--- src/rtl/led_frame_serializer.sv ---
// Turns frame-buffer pixel words into an MSB-first bit stream. Each new_bit_rqst produces the next bit on the
// following cycle. The next pixel is prefetched over the 1-cycle read port, and new_frame_rqst always restarts from LED 0.
module led_frame_serializer #(
  parameter int NUM_LEDS     = 8,
  parameter int BITS_PER_LED = 24,
  parameter int ADDR_W       = 8
) (
  input  logic                    clk,
  input  logic                    rst,
  input  logic                    new_bit_rqst,
  input  logic                    new_frame_rqst,
  output logic                    bit_to_transmit,
  output logic                    all_bits_shifted,
  output logic [ADDR_W-1:0]       pix_addr,
  input  logic [BITS_PER_LED-1:0] pix_data,
  output logic                    frame_sync,
  output logic                    frame_done
);

  localparam int CNT_W = (BITS_PER_LED > 1) ? $clog2(BITS_PER_LED) : 1;
  localparam logic [CNT_W-1:0]  LAST_BIT = CNT_W'(BITS_PER_LED - 1);
  localparam logic [ADDR_W-1:0] LAST_LED = ADDR_W'(NUM_LEDS - 1);

  typedef enum logic [1:0] {IDLE, FETCH, SHIFT, DONE} state_t;

  state_t                  state, state_nxt;
  logic [BITS_PER_LED-1:0] shreg, prefetch, shreg_shl;
  logic [CNT_W-1:0]        bit_cnt;
  logic [ADDR_W-1:0]       led_idx;
  logic [ADDR_W:0]         nxt_addr;
  logic                    pf_load;
  logic                    start, load_first, do_shift, do_next, do_finish;

  assign shreg_shl = shreg << 1;
  assign nxt_addr  = {1'b0, led_idx} + (ADDR_W+1)'(2);

  // A frame request always wins, including over a coincident bit request.
  always_comb begin
    state_nxt  = state;
    start      = 1'b0;
    load_first = 1'b0;
    do_shift   = 1'b0;
    do_next    = 1'b0;
    do_finish  = 1'b0;
    if (new_frame_rqst) begin
      state_nxt = FETCH;
      start     = 1'b1;
    end else begin
      case (state)
        FETCH: begin
          state_nxt  = SHIFT;
          load_first = 1'b1;
        end
        SHIFT: begin
          if (new_bit_rqst) begin
            if (bit_cnt != LAST_BIT) begin
              do_shift = 1'b1;
            end else if (led_idx != LAST_LED) begin
              do_next = 1'b1;
            end else begin
              do_finish = 1'b1;
              state_nxt = DONE;
            end
          end
        end
        default: ;
      endcase
    end
  end

  always_ff @(posedge clk) begin
    if (rst) begin
      state            <= IDLE;
      bit_to_transmit  <= 1'b0;
      all_bits_shifted <= 1'b1;
      pix_addr         <= '0;
      frame_sync       <= 1'b0;
      frame_done       <= 1'b0;
      bit_cnt          <= '0;
      led_idx          <= '0;
      shreg            <= '0;
      prefetch         <= '0;
      pf_load          <= 1'b0;
    end else begin
      state      <= state_nxt;
      frame_sync <= start;
      frame_done <= do_finish;
      pf_load    <= 1'b0;
      // Prefetch captures read data one cycle after each address change.
      if (pf_load) prefetch <= pix_data;
      if (start) begin
        pix_addr <= '0;
        bit_cnt  <= '0;
        led_idx  <= '0;
        pf_load  <= 1'b1;
      end
      if (load_first) begin
        shreg            <= pix_data;
        bit_to_transmit  <= pix_data[BITS_PER_LED-1];
        all_bits_shifted <= 1'b0;
        if (NUM_LEDS > 1) begin
          pix_addr <= ADDR_W'(1);
          pf_load  <= 1'b1;
        end
      end
      if (do_shift) begin
        shreg           <= shreg_shl;
        bit_to_transmit <= shreg_shl[BITS_PER_LED-1];
        bit_cnt         <= bit_cnt + 1'b1;
      end
      if (do_next) begin
        shreg           <= prefetch;
        bit_to_transmit <= prefetch[BITS_PER_LED-1];
        led_idx         <= led_idx + 1'b1;
        bit_cnt         <= '0;
        if (nxt_addr < (ADDR_W+1)'(NUM_LEDS)) begin
          pix_addr <= nxt_addr[ADDR_W-1:0];
          pf_load  <= 1'b1;
        end
      end
      if (do_finish) begin
        all_bits_shifted <= 1'b1;
        bit_to_transmit  <= 1'b0;
      end
    end
  end

endmodule

--- config.mk ---
export PLATFORM = sky130hd
export DESIGN_NAME = led_frame_serializer
export DESIGN_NICKNAME = d
export VERILOG_FILES = /design/src/rtl/led_frame_serializer.sv
export SDC_FILE = /design/constraint.sdc
export NUM_CORES = 1
export LEC_CHECK = 0
export BUFFER_PORTS_ARGS = -buffer_cell sky130_fd_sc_hd__buf_2
export CORE_ASPECT_RATIO = 1.5
export CORE_UTILIZATION = 52
export DETAILED_ROUTE_END_ITERATION = 10
export GPL_TIMING_DRIVEN = 0
export PLACE_DENSITY = 0.72
export SETUP_SLACK_MARGIN = 0.2
export SYNTH_ARGS = -nofsm -noshare
export SYNTH_HDL_FRONTEND = slang
export SYNTH_SLANG_ARGS = --single-unit
--- constraint.sdc ---
create_clock -name clk -period 1.8 [get_ports clk]
set_input_delay 0.09 -clock clk [delete_from_list [all_inputs] [get_ports clk]]
set_output_delay 0.09 -clock clk [all_outputs]
set_load 0.05 [all_outputs]
==> reports/results.txt <==
The flow ran to the end, but the final reports show violations. The checks that failed: hold timing, setup timing. During synthesis, Yosys emitted a total of 0 warnings.

Sorting the synthesized cells by area gives the leading types as sky130_fd_sc_hd__dfxtp_1 (45%), sky130_fd_sc_hd__mux2i_1 (11%), sky130_fd_sc_hd__nor2_1 (5.3%). For the final routed database, the setup TNS stands at -2.27 ns. TritonCTS built the clock tree. The sequential area share after synthesis is 0.453. For the number of global-route vias before repair, the log shows 3044.

The worst setup path is launched from a register. The overall die width is 67.2 um. The required arrival time at the worst endpoint was 2.02 ns. The net count of the finished layout is 478. The HPWL after detailed placement is 5700 um.

In this run, synthesis inferred 0 flip-flops with an integrated enable. Dividing the detail-routed wire length by the instance count gives 18.7 um. The run gives 525 as the non-filler instance count after layout. The run gives -0.00236 ns as the worst hold slack after final layout.

Buffers placed on the I/O ports in this run total 37. The final standard cell area without fillers is 4770 um2. The clock arrives with 0.00870 ns of skew.

The tools report the initial antenna violation count as 0. The endpoint kind of the worst setup timing path is a register. The area overhead of the layout relative to synthesis is 43.7%. Capture instance of the worst register-to-register path: led_idx[1].

At the end of routability-driven placement, the weighted congestion stood at 0.810. The initial cell density of the core is 0.541. The clock-pin slew of the registers on the worst-case setup and hold paths was 0.08 ns; the via count of the routed design was 3084.

The floorplan step defined a core boundary enclosing 6130 um2. Once placement finished, the instance area stood at 3690 um2. The total die area came out at 6710 um2. For the number of failing hold endpoints at the final stage, the log shows 1.

For the setup-violating endpoint count in the final report, the log shows 37. Counting the fill cells in the layout gives 390. The count of nets left with antenna violations once routing finished came out at 0.

The logs give 9 for the number of CTS-inserted buffers and 0 for the number of max-cap violations. The worst setup slack after layout was -0.146 ns; the residual overflow from global routing was 0. Derived from the worst setup path, the maximum achievable clock frequency is 514 MHz. Entering global routing, the biggest net connects 13 pins. The first global-routing pass estimated 14700 um of wire. The portion of the clock cycle consumed by the worst path in the final layout works out to 1.08. The average instance area after synthesis came out at 9.37 um2. The worst path needs 1.95 ns of the cycle, external delays included. The floorplan has 35 rows. Setup repair after global routing could not meet its margin everywhere.

The level count of the clock H-tree was 3; the critical-path maximum fanout was 6. The run gives -0.395 ns as the worst setup slack before clock tree synthesis. The number of antenna repair diodes was 0.

The first-pass iteration count of the detailed router is 4. The reg-to-reg startpoint was led_idx[1]. The worst register-to-register path has a setup slack of -0.15 ns. The synthesis-stage register bit count works out to 75.

The critical setup path kind is reg -> reg. The synthesized netlist contains 47 unique library cells. The actual transition at the worst max-transition pin came out at 0.642 ns. The post-layout utilization of the core was 0.777; the ratio of cells with drive above 1 in the final layout was 0.432. The critical path ends at led_idx[1]. Counting cells, the worst reg-to-reg path comes to 9. The final routed DRC violation total is 0. For this design the ratio of total power to cell area is 698 nW/um2. Dividing the detail-routed via count by the number of cells gives 5.87. The worst min-delay path class was in -> reg. The tools report the total detailed-routing wirelength as 9810 um. The total count of max-transition violations in the final report is 0, and the worst relative slew slack is 0.572. The most used flip-flop cell after synthesis is sky130_fd_sc_hd__dfxtp_1.

The first routing iteration left 148 violations. In the synthesized netlist, the number of instances is 354. Summing every instance area after synthesis gives 3320 um2. The total instance count after detailed placement is 465. The clock reaches the later pin of the worst-skew pair after 0.35 ns. The cell taking the most area after synthesis is sky130_fd_sc_hd__dfxtp_1. Counting every sink on the clock net gives 75.

Beginning of the critical path: led_idx[1]. The chip height was 99.8 um. 40 I/O pins were placed. The share of the synthesized area in the top cell type works out to 0.453. The library cell used as clock root buffer is sky130_fd_sc_hd__clkbuf_8.

IR analysis of the VDD net gives a maximum drop of 0.604 mV. The tools report the largest buffer count on any clock path as 2. The endpoint arrival time on the critical path was 2.16 ns; the post-synthesis async set-or-reset flop share was 0. The combined global-route utilization of all metal layers is 0.292, and the number of nets in the synthesized netlist is 386. Summed over all cells, the static leakage comes to 1.92 nW.
-- metal layers --
metal	vias up	track usage	wire length, um
li1	1442	-	-
met1	1519	0.304	3700
met2	95	0.548	5410
met3	28	0.0557	381
met4	0	0.121	317
met5	-	0	0
-- logic make-up (layout without fill, tap and decap cells) --
kind of cell | count (synthesis) | count (layout) | synth area share
simple gates | 136 | 136 | 0.192
mux | 49 | 49 | 0.152
xor+xnor | 11 | 11 | 0.0291
fa+ha+maj | 4 | 4 | 0.0151
buf+inv | 26 | 122 | 0.0355
compound gates | 53 | 54 | 0.123
flops | 75 | 75 | 0.453
-- timing repair --
item                                    in CTS  in global routing
hold buffers                                 9                  0
pin swaps                                   30                 39
resized for setup                           62                 69
buffers inserted                            24                  6
cloned                                       5                  0
endpoints found under the setup margin      64                 58
hold endpoints to repair                     9                  0
-- state kept, by name (all words and copies together), names as in the netlist, 2 cells and up --
signal,cells
state,2
bit_cnt,5
pix_addr,8
prefetch,24
led_idx,8
shreg,23
-- critical path: stages, from the launching register on --
cell and delay, ns:
sky130_fd_sc_hd__dfxtp_4 0.36, sky130_fd_sc_hd__ha_4 0.16, sky130_fd_sc_hd__and3b_1 0.17, sky130_fd_sc_hd__buf_6 0.13, sky130_fd_sc_hd__buf_12 0.12, sky130_fd_sc_hd__a211oi_4 0.30
sky130_fd_sc_hd__buf_6 0.21, sky130_fd_sc_hd__buf_6 0.11, sky130_fd_sc_hd__mux2i_1 0.19, sky130_fd_sc_hd__nor2_1 0.06
-- cells in the mapped netlist, drive strengths merged, types with 4 or more instances --
| cell type | n |
|---|---|
| ha | 4 |
| nand2 | 36 |
| a21oi | 4 |
| nor3 | 5 |
| and3 | 5 |
| dfxtp | 75 |
| mux2 | 12 |
| nor2 | 47 |
| mux2i | 37 |
| clkbuf | 13 |
| xor2 | 5 |
| a31oi | 12 |
| a22o | 11 |
| xnor2 | 6 |
| o21ai | 13 |
| nand3 | 28 |
| buf | 9 |
-- power by group --
group	internal, mW	leakage [nW]	switching [mW]
combinational	0.161	1.22	0.200
clock	0.572	0.0884	0.635
sequential	1.71	0.615	0.0420
-- stage by stage --
stage / total power [mW] / hold slack, ns
global placement: 2.08 / 0.342
detailed placement: 2.09 / 0.355
CTS: 3.28 / 0.00246
global route: 3.42 / 0.00910
finish: 3.33 / -0.00236
floorplan: 1.99 / 0.237
-- area by class of cell --
cell class              instances  area (um2)  share of cell area
plain buffers                  22         171              0.0360
clock buffers                  12         155              0.0326
clock inverters                 4        25.0             0.00525
inverters                       4        15.0             0.00315
multi-input cells             254        2160               0.454
flip-flops and latches         75        1520               0.318
well taps                      74        92.6              0.0194
repair buffers                 80         628               0.132
-- worst min-delay path by stage --
stage                     cells past startpoint  slack [ns]          from           end
after floorplan                               2        0.24  pix_data[10]  prefetch[10]
after global placement                        3        0.34  pix_data[23]  prefetch[23]
after detailed placement                      3        0.35   pix_data[9]   prefetch[9]
after CTS                                     3       0.002  pix_data[20]  prefetch[20]
after global routing                          3       0.009  pix_data[20]  prefetch[20]
final                                         3      -0.002  pix_data[18]  prefetch[18]
-- placed cells by master, fill, tap and decap left out, types with 12 or more instances in the layout --
master	Yosys	layout
sky130_fd_sc_hd__buf_6	0	17
sky130_fd_sc_hd__nand3_2	0	20
sky130_fd_sc_hd__nor2_1	47	42
sky130_fd_sc_hd__dfxtp_1	75	68
sky130_fd_sc_hd__mux2i_1	37	37
sky130_fd_sc_hd__buf_2	6	39
sky130_fd_sc_hd__buf_4	3	20
sky130_fd_sc_hd__mux2_4	0	12
sky130_fd_sc_hd__nand2_1	35	22
Power figures use the tool's default switching activity.
